===== src/rtl/cpu_pkg.sv =====
// Shared CPU-side types: response-state encoding and memory owner encoding,
// reused by the arbiter and by future cache and bus blocks.
package cpu_pkg;

  typedef enum logic [1:0] {
    IDLE    = 2'd0,
    IF_RESP = 2'd1,
    D_RESP  = 2'd2
  } resp_state_e;

  typedef enum logic [1:0] {
    OWNER_NONE = 2'd0,
    OWNER_IF   = 2'd1,
    OWNER_D    = 2'd2
  } owner_e;

  localparam int STARVE_CNT_W = 4;

endpackage


===== src/rtl/starve_ctr.sv =====
// Saturating counter of consecutive data grants that a pending fetch has
// been made to wait through; at_max tells the arbiter to let fetch win.
module starve_ctr
  import cpu_pkg::*;
(
  input  logic                    clock,
  input  logic                    reset,
  input  logic                    inc,
  input  logic                    clr,
  input  logic [STARVE_CNT_W-1:0] sat_val,
  output logic                    at_max
);

  logic [STARVE_CNT_W-1:0] cnt_q, cnt_d;

  // Clear has priority over increment; the count never moves past sat_val.
  always_comb begin
    cnt_d = cnt_q;
    if (clr) begin
      cnt_d = '0;
    end else if (inc && (cnt_q < sat_val)) begin
      cnt_d = cnt_q + 1'b1;
    end
  end

  always_ff @(posedge clock or negedge reset) begin
    if (!reset) begin
      cnt_q <= '0;
    end else begin
      cnt_q <= cnt_d;
    end
  end

  assign at_max = (cnt_q == sat_val);

endmodule


===== src/rtl/mem_arbiter.sv =====
// Shares one single-port RAM between the fetch and data ports, with data
// priority bounded by a starvation limit and a one-cycle read response FSM.
module mem_arbiter
  import cpu_pkg::*;
#(
  parameter int DWIDTH = 32,
  parameter int AWIDTH = 32,
  parameter int STARVE = 3
) (
  input  logic              clock,
  input  logic              reset,
  input  logic              if_req,
  input  logic [AWIDTH-1:0] if_addr,
  output logic              if_gnt,
  output logic              if_rvalid,
  output logic [DWIDTH-1:0] if_rdata,
  input  logic              d_req,
  input  logic              d_we,
  input  logic [AWIDTH-1:0] d_addr,
  input  logic [DWIDTH-1:0] d_wdata,
  output logic              d_gnt,
  output logic              d_rvalid,
  output logic [DWIDTH-1:0] d_rdata,
  output logic              mem_ramR,
  output logic              mem_ramW,
  output logic [AWIDTH-1:0] mem_addr,
  output logic [DWIDTH-1:0] mem_wdata,
  input  logic [DWIDTH-1:0] mem_rdata
);

  localparam logic [STARVE_CNT_W-1:0] SatVal = STARVE_CNT_W'(STARVE);

  owner_e      owner;
  resp_state_e respState_q, respState_d;
  logic        starveAtMax;
  logic        starveInc;
  logic        starveClr;

  // Grants are held off while reset is low so every output reads zero.
  always_comb begin
    owner = OWNER_NONE;
    if (reset) begin
      if (if_req && (!d_req || starveAtMax)) begin
        owner = OWNER_IF;
      end else if (d_req) begin
        owner = OWNER_D;
      end
    end
  end

  assign if_gnt    = (owner == OWNER_IF);
  assign d_gnt     = (owner == OWNER_D);
  assign starveInc = d_gnt && if_req;
  assign starveClr = if_gnt || !if_req;

  starve_ctr u_starve_ctr (
    .clock   (clock),
    .reset   (reset),
    .inc     (starveInc),
    .clr     (starveClr),
    .sat_val (SatVal),
    .at_max  (starveAtMax)
  );

  always_comb begin
    mem_ramR  = 1'b0;
    mem_ramW  = 1'b0;
    mem_addr  = '0;
    mem_wdata = '0;
    case (owner)
      OWNER_IF: begin
        mem_ramR = 1'b1;
        mem_addr = if_addr;
      end
      OWNER_D: begin
        mem_addr = d_addr;
        if (d_we) begin
          mem_ramW  = 1'b1;
          mem_wdata = d_wdata;
        end else begin
          mem_ramR = 1'b1;
        end
      end
      default: ;
    endcase
  end

  // Every state follows the same rule, so back-to-back reads never bubble.
  always_comb begin
    respState_d = IDLE;
    if (owner == OWNER_IF) begin
      respState_d = IF_RESP;
    end else if ((owner == OWNER_D) && !d_we) begin
      respState_d = D_RESP;
    end
  end

  always_ff @(posedge clock or negedge reset) begin
    if (!reset) begin
      respState_q <= IDLE;
    end else begin
      respState_q <= respState_d;
    end
  end

  assign if_rvalid = (respState_q == IF_RESP);
  assign d_rvalid  = (respState_q == D_RESP);
  assign if_rdata  = if_rvalid ? mem_rdata : '0;
  assign d_rdata   = d_rvalid  ? mem_rdata : '0;

endmodule


===== config.mk =====
export PLATFORM = sky130hd
export DESIGN_NAME = mem_arbiter
export DESIGN_NICKNAME = d
export VERILOG_FILES = /design/src/rtl/cpu_pkg.sv /design/src/rtl/starve_ctr.sv /design/src/rtl/mem_arbiter.sv
export SDC_FILE = /design/constraint.sdc
export NUM_CORES = 1
export LEC_CHECK = 0
export ABC_CLOCK_PERIOD_IN_PS = 2700
export BUFFER_PORTS_ARGS = -buffer_cell sky130_fd_sc_hd__buf_2
export CAP_MARGIN = 0
export CORE_AREA = 2 2 104 106
export DETAILED_ROUTE_END_ITERATION = 8
export DIE_AREA = 0 0 106 108
export HOLD_SLACK_MARGIN = 0.08
export PLACE_DENSITY = 0.47
export SYNTH_ARGS = -nofsm -noshare
export SYNTH_HDL_FRONTEND = slang
export SYNTH_HIERARCHICAL = 1
export SYNTH_SLANG_ARGS = --single-unit
export TNS_END_PERCENT = 100

===== constraint.sdc =====
create_clock -name clock -period 2.7 [get_ports clock]
set_input_delay 0 -clock clock [delete_from_list [all_inputs] [get_ports clock]]
set_output_delay 0 -clock clock [all_outputs]
set_load 0.02 [all_outputs]

# == After elaboration in Yosys (flattened, before gate mapping) ==
# Cells that the tools add are included.
# word_totals
in_bits,133
wordCells,35
register_bits,6
# op_classes
n_eq_ne,5
add_sub_neg,1
n_reduce_logical,10
muxes,16
order_cmp,1
# op_table
cell,n
32-bit two-way mux,4
32-bit case mux with 2 select lines,1
2-bit two-way mux,5
4-bit two-way mux,2
4-bit by 1-bit adder with 4-bit output (second input constant),1
2-bit by 1-bit == test with 1-bit output (second input constant),2
2-bit == test (second input constant),2
4-bit by 2-bit == test with 1-bit output (second input constant),1
1-bit logical AND,4
4-bit by 2-bit less-than comparator with 1-bit output (second input constant),1
1-bit logical NOT,3
1-bit two-way mux,3
1-bit logical OR,2
1-bit case mux with 2 select lines,1
2-bit nonzero test,1

# == Longest topological paths before layout ==
# depth
word_depth,10
depth_mapped,12
mapped_depth_nobuf,11

# == Hierarchy ==
# Netlist, hierarchy kept.
# by_module_without_submodules
module,area_each_um2,cells_each,instances,seq_area_each_um2
mem_arbiter,1183.6,172,1,50.0
starve_ctr,316.6,34,1,100.1

# == Worst setup path before layout ==
# Ideal clock, no wire load.
# synth_path
path_type,flip-flop to flip-flop
start,register u_starve_ctr.cnt_q[0]
end,register u_starve_ctr.cnt_q[0]
setup_ns,0.125
path_stages_with_launch,12
path_slack_ns,0.204
arrival_time_ns,2.372
path_cell_list,dfrtp_1 > inv_1 > ha_1 > and4_2 > o211a_1 > inv_1 > ha_1 > clkbuf_1 > and2_1 > nand3b_1 > nor2_1 > mux2_2
# synth_between
elab_chain_len,9
word_cells_on_any_way,15
# synth_rtl
item,line_no,rtl
from (decl),starve_ctr.sv:14,"logic [STARVE_CNT_W-1:0] cnt_q, cnt_d;"
from (signal assigned),starve_ctr.sv:30,cnt_q <= cnt_d;
4-bit by 2-bit == test with 1-bit output,starve_ctr.sv:34,assign at_max = (cnt_q == sat_val);
via starveAtMax,mem_arbiter.sv:35,logic starveAtMax;
1-bit logical OR,mem_arbiter.sv:43,if (if_req && (!d_req || starveAtMax)) begin
1-bit logical AND,mem_arbiter.sv:43,
2-bit two-way mux,mem_arbiter.sv:43,
2-bit two-way mux,mem_arbiter.sv:42,if (reset) begin
2-bit == test,mem_arbiter.sv:52,assign d_gnt = (owner == OWNER_D);
1-bit logical AND,mem_arbiter.sv:53,assign starveInc = d_gnt && if_req;
via starveInc,mem_arbiter.sv:36,logic starveInc;
1-bit logical AND,starve_ctr.sv:21,end else if (inc && (cnt_q < sat_val)) begin
2-bit nonzero test (no source line),-,
# The timed path passes the listed nets, and every way through them passes these cells. The select of a mux whose other input is x is not followed.
# A chain may end at the register's enable or synchronous reset.

# == Worst setup path in the final report ==
# layout_path
start,register u_starve_ctr.cnt_q[0]
end,output mem_addr[17]
# layout_between
elab_chain_len,7
word_cells_on_any_way,8
# layout_rtl
item,line_no,rtl
4-bit by 2-bit == test with 1-bit output *,starve_ctr.sv:34,
via starveAtMax,mem_arbiter.sv:35,
1-bit logical OR *,mem_arbiter.sv:43,
1-bit logical AND *,mem_arbiter.sv:43,
2-bit two-way mux *,mem_arbiter.sv:43,
2-bit two-way mux *,mem_arbiter.sv:42,
2-bit == test / 2-bit by 1-bit == test with 1-bit output (equally long branches),mem_arbiter.sv:70,case (owner)
32-bit case mux with 2 select lines *,mem_arbiter.sv:70,
to (decl),mem_arbiter.sv:26,"output logic [AWIDTH-1:0] mem_addr,"
# The timed path passes the listed nets; every way through them passes the cells marked *.

==> results.py <==
metrics = {
    "cells_and_area": {
        "area_delta_synth_final_pct": 105.3,
        "diodes": 0,
        "final_common_cell": "buf_2",
        "final_util": 0.3011,
        "drive_gt1_frac": 0.6132,
        "final_area_um2": 3080,
        "stdcell_count": 604,
        "nFillCells": 1119,
        "layout_common_cells": "buf_2, and2_1, and3_1",
        "nets": 610,
    },
    "pwr": {
        "power.density_nw_per_um2": 189.9,
        "peakVddDrop_mv": 0.08844,
        "leakage_nw": 2.104,
    },
    "worst_setup_path": {
        "arrival_ps": 2550,
        "worstReg2RegEnd": "u_starve_ctr/cnt_q[0]$_DFFE_PN0P_",
        "path_class": "reg2out",
        "critPathMaxFanout": 16,
        "crit_required_ps": 2700,
        "r2r_cells": 10,
        "rrSetupSlack_ps": 320,
        "worst_setup_path_start_kind": "flip-flop",
        "endpoint_kind": "output pin",
        "r2r_start": "u_starve_ctr/cnt_q[0]$_DFFE_PN0P_",
    },
    "floorplanning": {
        "num_io_pins": 267,
        "die_h_um": 108,
        "die_w_um": 106,
        "initial_core_util": 0.1466,
        "die_area_um2": 11450,
        "row_count": 37,
        "core_um2": 10230,
    },
    "place": {
        "io_buffers": 266,
        "numPlacedInstances": 597,
        "dpl_cell_area_um2": 2970,
        "gp_congestion": 0.8475,
        "pre_cts_ws_ps": 322.2,
        "dp_hpwl_mm": 6.698,
    },
    "detailed_routing": {
        "drt_wl_total_mm": 7.912,
        "via_per_inst": 4.106,
        "vias": 2480,
        "final_antenna_net_count": 0,
        "post_drt_wl_per_cell_um": 13.10,
        "first_pass_iters": 4,
        "drc_errors": 0,
        "drt_iter0_drc": 116,
    },
    "clock_network": {
        "cts_made_buffers": 3,
        "numClockSinks": 6,
        "tritoncts": "built",
        "clkTransAtPathRegs_ps": 40,
        "htree_num_levels": 1,
        "clockBufferDepth": 2,
        "root_buffer": "clkbuf_8",
        "insertion_delay_ps": 220,
    },
    "timing": {
        "final_max_slew_viol_count": 0,
        "min_period_ps": 2553,
        "layout_setup_ws_ps": 146.5,
        "setup_viol": 0,
        "clock_skew_ps": 2.063,
        "max_freq_ghz": 0.3916,
        "setup_tns_ps": 0,
        "finalHoldViolCount": 0,
        "min_period_over_period": 0.9457,
    },
    "hold_path": {
        "hold_end": "respState_q[0]$_DFF_PN0_",
        "min-delay-start": "if_req",
        "min-delay-path-class": "in2reg",
        "hold_depth": 2,
    },
    "flow_run": {
        "max_cap_viol_count": 0,
    },
    "global_routing": {
        "use_met3": 0.01929,
        "overflow": 0,
        "grt_util_all_layers": 0.1212,
        "met2_usage": 0.2382,
        "grt_pass1_wl_mm": 11.36,
        "met1_usage": 0.1384,
        "grt_antenna_before_repair": 0,
        "grt_pass1_vias": 2312,
        "grt_max_degree": 36,
        "busiest_layer": "met2",
    },
    "logic_synthesis": {
        "yosysSeqAreaShare": 0.1001,
        "synthCells": 206,
        "yosysWarnings": 6,
        "synth_cell_type_count": 28,
        "syn_area_um2": 1500,
        "avgSynthCellArea_um2": 7.282,
        "ys_seq_elements": 6,
    },
    "outcome": {
        "status": "finished, final reports clean",
    },
}
worst max-delay path, cell delays in order (launching register included):
cell and delay (ps):
dfrtp_1 410, inv_1 110, ha_1 230, and4_2 230, o211a_1 250, ha_2 330, nor3b_4 190, buf_4 140
buf_12 130, a22o_1 150, buf_2 170
registers in the layout, indices dropped and copies added (netlist names):
register and count:
u_starve_ctr/cnt_q 4, respState_q 2
how the worst max path moves through the flow:
stage                                 startpoint                           endpoint  slack [ps]  cells past startpoint
2_1_floorplan  u_starve_ctr/cnt_q[0]$_DFFE_PN0P_  u_starve_ctr/cnt_q[0]$_DFFE_PN0P_         200                     11
3_3_place_gp   u_starve_ctr/cnt_q[1]$_DFFE_PN0P_                       mem_addr[15]         340                      8
3_5_place_dp   u_starve_ctr/cnt_q[0]$_DFFE_PN0P_                       mem_addr[14]         320                      9
4_1_cts        u_starve_ctr/cnt_q[0]$_DFFE_PN0P_                       mem_addr[14]          80                      9
5_1_grt        u_starve_ctr/cnt_q[0]$_DFFE_PN0P_                       mem_addr[17]         -10                     11
6_report       u_starve_ctr/cnt_q[0]$_DFFE_PN0P_                       mem_addr[17]         150                     10
synthesized netlist by cell type:
library cell | number | area, µm²
mux2_2 | 2 | 22.52
o21ai_0 | 1 | 5.000
nand2b_1 | 4 | 25.02
nor3_1 | 1 | 5.000
a22oi_1 | 1 | 7.510
and2_1 | 66 | 412.9
nand3b_1 | 1 | 7.510
conb_1 | 2 | 7.510
nand2_2 | 1 | 6.260
inv_1 | 8 | 30.03
buf_6 | 3 | 33.78
or3_1 | 1 | 6.260
nor3b_4 | 1 | 18.77
a22o_1 | 31 | 271.5
a21oi_1 | 2 | 10.01
o211a_1 | 3 | 30.03
nor2_1 | 6 | 22.52
mux2i_1 | 1 | 10.01
nand2_1 | 2 | 7.510
nand4b_1 | 1 | 8.760
buf_2 | 5 | 25.02
nor2b_1 | 5 | 31.28
and4_2 | 1 | 10.01
ha_1 | 7 | 87.58
and3_1 | 32 | 200.2
clkbuf_1 | 10 | 37.54
nand3_1 | 2 | 10.01
dfrtp_1 | 6 | 150.1
final cells by class:
type	count	area (µm²)	share of cell area
flip-flops and latches	6	150.1	0.04874
clock buffers	3	41.29	0.01340
repair buffers	275	1435	0.4659
multi-input cells	176	1254	0.4070
well taps	136	170.2	0.05524
inverters	8	30.03	0.009748
routing by layer:
| metal | wire length (µm) | vias to the layer above |
|---|---|---|
| met3 | 720 | 2 |
| met1 | 3059 | 1086 |
| met4 | 40 | 0 |
| met2 | 4092 | 157 |
| li1 | - | 1235 |
| met5 | 0 | - |
through the flow:
| step | total power [W] | hold WS [ps] |
|---|---|---|
| floorplan | 0.0002723 | -295.6 |
| global placement | 0.0004456 | -129.6 |
| detailed placement | 0.0004483 | -134.5 |
| CTS | 0.0005849 | 126.6 |
| global route | 0.0006274 | 141.2 |
| finish | 0.0005850 | 117.1 |
cells by family after synthesis:
logic type	Yosys count	synth area share
and+or+nand+nor	124	0.5146
AOI/OAI and AO/OA	38	0.2160
buffers and inverters	26	0.08424
adders and majority gates	7	0.05838
DFF	6	0.1001
muxes	3	0.02168
other	2	0.005006
report_power, final:
| group | switching, W | total (W) | leakage [nW] | internal [W] |
|---|---|---|---|---|
| combinational | 0.000196 | 0.000359 | 2.00 | 0.000163 |
| clock | 0.0000358 | 0.000131 | 0.0216 | 0.0000955 |
| sequential | 0.00000183 | 0.0000945 | 0.0826 | 0.0000926 |
timing repair:
item,in CTS,in global routing
gates resized for setup,0,3
setup endpoints to repair,0,31
setup buffers,0,2
hold endpoints to repair,6,0
hold buffers,1,0
Power figures use the tool's default switching activity.
